File: config.mk
export PLATFORM = sky130hd
export DESIGN_NAME = mc_controller
export DESIGN_NICKNAME = d
export VERILOG_FILES = /design/src/rtl/mips_ctrl_pkg.sv /design/src/rtl/alu_decoder.sv /design/src/rtl/mc_controller.sv
export SDC_FILE = /design/constraint.sdc
export NUM_CORES = 1
export LEC_CHECK = 0
export ABC_AREA = 0
export CAP_MARGIN = 10
export CORE_MARGIN = 8
export CORE_UTILIZATION = 40
export CTS_CLUSTER_SIZE = 20
export DETAILED_ROUTE_END_ITERATION = 16
export GPL_ROUTABILITY_DRIVEN = 0
export HOLD_SLACK_MARGIN = 0.15
export PLACE_DENSITY = 0.73
export SETUP_SLACK_MARGIN = 0.05
export SLEW_MARGIN = 20
export SYNTH_ARGS = -nofsm -noshare
export SYNTH_HDL_FRONTEND = slang
export SYNTH_SLANG_ARGS = --single-unit
File: constraint.sdc
create_clock -name clk -period 2.79 [get_ports clk]
set_input_delay 0.6975 -clock clk [delete_from_list [all_inputs] [get_ports clk]]
set_output_delay 0.6975 -clock clk [all_outputs]
set_load 0.01 [all_outputs]
File: src/rtl/mips_ctrl_pkg.sv
// Shared constants for the multicycle MIPS control unit:
// state encodings, opcode/funct values and ALU operation codes.
package mips_ctrl_pkg;

  typedef enum logic [3:0] {
    S_FETCH   = 4'd0,
    S_DECODE  = 4'd1,
    S_MEMADR  = 4'd2,
    S_MEMRD   = 4'd3,
    S_MEMWB   = 4'd4,
    S_MEMWR   = 4'd5,
    S_RTYPEEX = 4'd6,
    S_RTYPEWB = 4'd7,
    S_BEQEX   = 4'd8,
    S_ADDIEX  = 4'd9,
    S_ADDIWB  = 4'd10,
    S_JEX     = 4'd11
  } state_e;

  localparam logic [5:0] OP_RTYPE = 6'b000000;
  localparam logic [5:0] OP_LW    = 6'b100011;
  localparam logic [5:0] OP_SW    = 6'b101011;
  localparam logic [5:0] OP_BEQ   = 6'b000100;
  localparam logic [5:0] OP_ADDI  = 6'b001000;
  localparam logic [5:0] OP_J     = 6'b000010;

  localparam logic [5:0] F_ADD = 6'b100000;
  localparam logic [5:0] F_SUB = 6'b100010;
  localparam logic [5:0] F_AND = 6'b100100;
  localparam logic [5:0] F_OR  = 6'b100101;
  localparam logic [5:0] F_SLT = 6'b101010;

  localparam logic [2:0] ALU_AND = 3'b000;
  localparam logic [2:0] ALU_OR  = 3'b001;
  localparam logic [2:0] ALU_ADD = 3'b010;
  localparam logic [2:0] ALU_SUB = 3'b110;
  localparam logic [2:0] ALU_SLT = 3'b111;

  localparam logic [1:0] SRCB_REG  = 2'b00;
  localparam logic [1:0] SRCB_FOUR = 2'b01;
  localparam logic [1:0] SRCB_IMM  = 2'b10;
  localparam logic [1:0] SRCB_IMM4 = 2'b11;

  localparam logic [1:0] PC_ALU    = 2'b00;
  localparam logic [1:0] PC_ALUOUT = 2'b01;
  localparam logic [1:0] PC_JUMP   = 2'b10;

endpackage

File: src/rtl/alu_decoder.sv
// R-type funct to ALU operation map; unknown funct falls back to add.
// Ports: funct_i (instr[5:0]) -> alucontrol_o (alu32 op select).
module alu_decoder
  import mips_ctrl_pkg::*;
(
  input  logic [5:0] funct_i,
  output logic [2:0] alucontrol_o
);

  always_comb begin
    alucontrol_o = ALU_ADD;
    unique case (1'b1)
      funct_i == F_ADD: alucontrol_o = ALU_ADD;
      funct_i == F_SUB: alucontrol_o = ALU_SUB;
      funct_i == F_AND: alucontrol_o = ALU_AND;
      funct_i == F_OR:  alucontrol_o = ALU_OR;
      funct_i == F_SLT: alucontrol_o = ALU_SLT;
      default:          alucontrol_o = ALU_ADD;
    endcase
  end

endmodule

File: src/rtl/mc_controller.sv
// Multicycle MIPS control FSM with memory handshake and wait timeout.
// Ports: clk/reset, op/funct/zero/mem_ready in; datapath controls,
// illegal_op/mem_timeout pulses and debug state out.
module mc_controller
  import mips_ctrl_pkg::*;
#(
  parameter int MEM_WAIT_MAX = 255
) (
  input  logic       clk,
  input  logic       reset,
  input  logic [5:0] op,
  input  logic [5:0] funct,
  input  logic       zero,
  input  logic       mem_ready,
  output logic       memread,
  output logic       memwrite,
  output logic       iord,
  output logic       irwrite,
  output logic       regdst,
  output logic       memtoreg,
  output logic       regwrite,
  output logic       alusrca,
  output logic [1:0] alusrcb,
  output logic [2:0] alucontrol,
  output logic [1:0] pcsrc,
  output logic       pcen,
  output logic       illegal_op,
  output logic       mem_timeout,
  output logic [3:0] state
);

  localparam int CW = $clog2(MEM_WAIT_MAX + 1);
  localparam logic [CW-1:0] CNT_LAST = CW'(MEM_WAIT_MAX - 1);

  state_e        state_q, state_d;
  logic [CW-1:0] cnt_q, cnt_d;

  logic       memread_c, memwrite_c, iord_c, irwrite_c;
  logic       regdst_c, memtoreg_c, regwrite_c, alusrca_c;
  logic [1:0] alusrcb_c, pcsrc_c;
  logic [2:0] aluctl_c, rtype_ctl;
  logic       pcen_c, illegal_c, timeout_c;
  logic       in_wait, expired;

  alu_decoder u_alu_dec (
    .funct_i      (funct),
    .alucontrol_o (rtype_ctl)
  );

  assign in_wait = (state_q == S_FETCH) ||
                   (state_q == S_MEMRD) ||
                   (state_q == S_MEMWR);
  assign expired = in_wait && !mem_ready && (cnt_q == CNT_LAST);

  always_ff @(posedge clk or posedge reset) begin
    if (reset) begin
      state_q <= S_FETCH;
      cnt_q   <= '0;
    end else begin
      state_q <= state_d;
      cnt_q   <= cnt_d;
    end
  end

  // Counter is zero outside the wait states, so entering one starts
  // at zero; a timeout also clears it for the fresh fetch.
  always_comb begin
    cnt_d = '0;
    if (in_wait && !mem_ready && !expired)
      cnt_d = cnt_q + CW'(1);
  end

  always_comb begin
    state_d    = state_q;
    memread_c  = 1'b0;
    memwrite_c = 1'b0;
    iord_c     = 1'b0;
    irwrite_c  = 1'b0;
    regdst_c   = 1'b0;
    memtoreg_c = 1'b0;
    regwrite_c = 1'b0;
    alusrca_c  = 1'b0;
    alusrcb_c  = SRCB_REG;
    aluctl_c   = ALU_AND;
    pcsrc_c    = PC_ALU;
    pcen_c     = 1'b0;
    illegal_c  = 1'b0;
    timeout_c  = 1'b0;
    case (state_q)
      S_FETCH: begin
        memread_c = 1'b1;
        alusrcb_c = SRCB_FOUR;
        aluctl_c  = ALU_ADD;
        if (mem_ready) begin
          irwrite_c = 1'b1;
          pcen_c    = 1'b1;
          state_d   = S_DECODE;
        end else if (expired) begin
          timeout_c = 1'b1;
          state_d   = S_FETCH;
        end
      end
      S_DECODE: begin
        alusrcb_c = SRCB_IMM4;
        aluctl_c  = ALU_ADD;
        case (op)
          OP_LW, OP_SW: state_d = S_MEMADR;
          OP_RTYPE:     state_d = S_RTYPEEX;
          OP_BEQ:       state_d = S_BEQEX;
          OP_ADDI:      state_d = S_ADDIEX;
          OP_J:         state_d = S_JEX;
          default: begin
            illegal_c = 1'b1;
            state_d   = S_FETCH;
          end
        endcase
      end
      S_MEMADR: begin
        alusrca_c = 1'b1;
        alusrcb_c = SRCB_IMM;
        aluctl_c  = ALU_ADD;
        if (op == OP_LW)
          state_d = S_MEMRD;
        else if (op == OP_SW)
          state_d = S_MEMWR;
        else
          state_d = S_FETCH;
      end
      S_MEMRD: begin
        memread_c = 1'b1;
        iord_c    = 1'b1;
        if (mem_ready) begin
          state_d = S_MEMWB;
        end else if (expired) begin
          timeout_c = 1'b1;
          state_d   = S_FETCH;
        end
      end
      S_MEMWR: begin
        memwrite_c = 1'b1;
        iord_c     = 1'b1;
        if (mem_ready) begin
          state_d = S_FETCH;
        end else if (expired) begin
          timeout_c = 1'b1;
          state_d   = S_FETCH;
        end
      end
      S_MEMWB: begin
        regwrite_c = 1'b1;
        memtoreg_c = 1'b1;
        state_d    = S_FETCH;
      end
      S_RTYPEEX: begin
        alusrca_c = 1'b1;
        aluctl_c  = rtype_ctl;
        state_d   = S_RTYPEWB;
      end
      S_RTYPEWB: begin
        regwrite_c = 1'b1;
        regdst_c   = 1'b1;
        state_d    = S_FETCH;
      end
      S_BEQEX: begin
        alusrca_c = 1'b1;
        aluctl_c  = ALU_SUB;
        pcsrc_c   = PC_ALUOUT;
        pcen_c    = zero;
        state_d   = S_FETCH;
      end
      S_ADDIEX: begin
        alusrca_c = 1'b1;
        alusrcb_c = SRCB_IMM;
        aluctl_c  = ALU_ADD;
        state_d   = S_ADDIWB;
      end
      S_ADDIWB: begin
        regwrite_c = 1'b1;
        state_d    = S_FETCH;
      end
      S_JEX: begin
        pcsrc_c = PC_JUMP;
        pcen_c  = 1'b1;
        state_d = S_FETCH;
      end
      default: state_d = S_FETCH;
    endcase
  end

  // Reset masks every output immediately, even mid-instruction,
  // since the state register alone would still show FETCH's memread.
  assign memread     = memread_c  & ~reset;
  assign memwrite    = memwrite_c & ~reset;
  assign iord        = iord_c     & ~reset;
  assign irwrite     = irwrite_c  & ~reset;
  assign regdst      = regdst_c   & ~reset;
  assign memtoreg    = memtoreg_c & ~reset;
  assign regwrite    = regwrite_c & ~reset;
  assign alusrca     = alusrca_c  & ~reset;
  assign alusrcb     = alusrcb_c  & {2{~reset}};
  assign alucontrol  = aluctl_c   & {3{~reset}};
  assign pcsrc       = pcsrc_c    & {2{~reset}};
  assign pcen        = pcen_c     & ~reset;
  assign illegal_op  = illegal_c  & ~reset;
  assign mem_timeout = timeout_c  & ~reset;
  assign state       = state_q;

endmodule

==> run summary <==
H-tree depth = 1
Final setup viols = 0
Critical path type = input pin to output pin
Iter 0 DRT Violations = 78
Top post-synthesis cells by area = dfrtp_1 (29%), nor2_1 (7.2%), xor2_1 (6.7%), nand3_1 (4.3%), nand4_1 (4.2%)
Critical-path cell list = clkdlybuf4s50_1 > o21ai_0 > o211ai_1 > and4_1 > dlygate4sd2_1
Seq cells post-synth = 12
Yosys top cell by area = dfrtp_1
Mapped Cells = 130
Lkg Pwr = 0.7928 nW
Total power draw = 0.5320 mW
IO Pins = 38
CP Launch Type = input pin
Largest net degree at the start of global routing = 15
TritonRoute pass-1 iters = 4
Die H = 67.02 um
Area of the multi-input gates = 724.4 um^2
Dpl ws = -0.3069 ns
Syn Nets = 148
TritonCTS buffer count = 3
Root Buffer = clkbuf_4
Total Nets Final = 208
Async SR Flop Fraction = 100.0%
Tmin final = 2.745 ns
Worst Slack Setup Final = 0.04489 ns
Detailed Route WL = 3466 um
Cell Area, Synth = 0.001041 mm^2
Antenna Nets Post-Route = 0
Slew @ Worst Pin = 0.5311 ns
Ys Warns = 0
Starting Density = 42.02%
Hold Fails Final Rpt = 0
Area Overhead vs Synth = 61.54%
Reg area = 304.0 um^2
Drt wl/cell = 15.83 um
Skew final = 0.008408 ns
Max_slew headroom = 64.52%
Setup crit end kind = output pin
Distinct cell type count after synthesis = 38
Worst-skew pair later-pin latency = 0.28 ns
Share of cells above drive strength 1 = 24.87%
Flop2flop setup slack = 1.05 ns
Avg Cell Area, Syn = 8.008 um^2
Status = complete, no violations
Port bufs = 37
Die area = 0.004491 mm^2
First-pass GRT wire length = 5506 um
Hold_buf cts = 0
Vias per cell = 5.703
Top post-synthesis cells by count = nor2_1 (20), dfrtp_1 (12), nand3_1 (9)
Die X = 67.02 um
Pins Over Slew Limit = 0
Maxcap violations = 0
Max FO, Critical Path = 4
Fmax = 364.3 MHz
Tcrit/Tclk final = 98.39%
Core Area = 0.002477 mm^2
Unrepaired setup endpoints after global routing = yes
Global router's overall resource usage = 15.38%
Via count = 1249
Clock Path Buffers = 2
PD cells = 316.3 mW/mm^2
Clock-pin slew on the worst setup and hold paths = 0.07 ns
Top-count cell post-synth = nor2_1
Arrival @ worst endpoint = 2.05 ns
DRC viols = 0
Worst hold path type = flop to flop
Core Rows = 18
Fill cells = 221
CTS sink cnt = 12
Gr ovfl total = 0
Worst VDD drop = 0.4213 mV
Required @ worst endpoint = 2.09 ns
Sequential element share of the synthesized area = 28.85%
Post-synth EDFFs = 0
Max stage delay cell, worst path = clkdlybuf4s50_1
Cell area after layout = 0.001682 mm^2
Post-DP HPWL = 2618 um
N_diodes = 0
Antenna violations before repair = 0
CTS tree = done
Vias in the first global route = 1180
CP peak stage delay = 0.58 ns
Top cell type's share of synthesized area = 28.85%
Top FF cell, synth = dfrtp_1
Area post-placement = 0.001541 mm^2
-- routing by layer --
layer	vias up	track usage (%)	routed length, um
li1	598	-	-
met1	597	17.38	1365
met2	47	28.08	1754
met3	7	4.027	302
met4	0	3.133	44
met5	-	0	0
-- cells in the final DEF, fill, tap and decap left out, types with 3 or more instances in the layout --
master,netlist,routed
a21oi_1,5,5
and4_1,3,3
buf_4,3,26
clkbuf_4,0,3
clkdlybuf4s50_1,0,19
dfrtp_1,12,9
dfrtp_2,0,3
dlygate4sd2_1,0,12
dlymetal6s2s_1,0,5
inv_1,4,4
nand2_1,6,6
nand2b_1,5,4
nand3_1,9,9
nand4_1,7,7
nor2_1,20,19
nor3_1,7,4
nor3_2,0,3
o211ai_1,3,3
o21ai_0,4,4
xor2_1,8,8
-- repair_timing --
action	CTS	global route
resized for setup	22	12
endpoints found under the setup margin	18	7
buffers inserted	3	3
pin swaps	2	3
endpoints found under the hold margin	0	0
-- cell type report --
cell class	instances	share of cell area [%]
clock buffer	4	2.158
multi-input combinational	106	43.08
sequential	12	18.08
timing repair buffer	63	33.56
inverter	4	0.8929
tap	30	2.232
-- through the flow --
| step | hold WS, ns | util, % | setup TNS, ns | std cells |
|---|---|---|---|---|
| 2_1_floorplan | 0.4865 | - | 0 | 130 |
| 3_3_place_gp | 0.5163 | 62.22 | -2.270 | 209 |
| 3_5_place_dp | 0.5373 | 62.22 | -2.621 | 209 |
| 4_1_cts | 0.5477 | 65.00 | 0 | 216 |
| 5_1_grt | 0.5788 | 67.88 | 0 | 219 |
| 6_report | 0.5438 | 67.88 | 0 | 219 |
-- report_power, final --
group          internal [mW]  switching (mW)  total (mW)  leakage, nW
Sequential             0.184          0.0192       0.203        0.160
Combinational         0.0982          0.0940       0.192        0.612
Clock                 0.0794          0.0576       0.137       0.0210
Total                  0.361           0.171       0.532        0.793
-- worst paths after layout --
kind / end / from / cells after the start
hold / removal: cnt_q[0] / cnt_q[0] / 1
hold reg to reg: cnt_q[0] / cnt_q[0] / 1
min in group asynchronous: cnt_q[5] / reset / 4
setup reg to reg: state[1] / state[1] / 5
max in group asynchronous: state[1] / reset / 4
setup / recovery: illegal_op / op[3] / 5
-- registers in the layout, summed over array words and instances, names as in the netlist --
name	count
cnt_q	8
state	4
-- logic make-up after synthesis --
logic type | count (synthesis) | synth area share [%]
flip-flops | 12 | 28.85
AND/OR/NAND/NOR | 71 | 37.38
multiplexers | 1 | 1.082
buffers and inverters | 12 | 6.970
AO/OA/AOI/OAI | 23 | 15.75
XOR/XNOR | 9 | 7.573
adder cells (fa/ha/maj) | 2 | 2.403
-- critical path, delay by kind of cell --
kind            cells  cell delay, ns
buf+inv             2            0.85
simple gates        1            0.21
compound gates      2            0.29
Power figures use the tool's default switching activity.
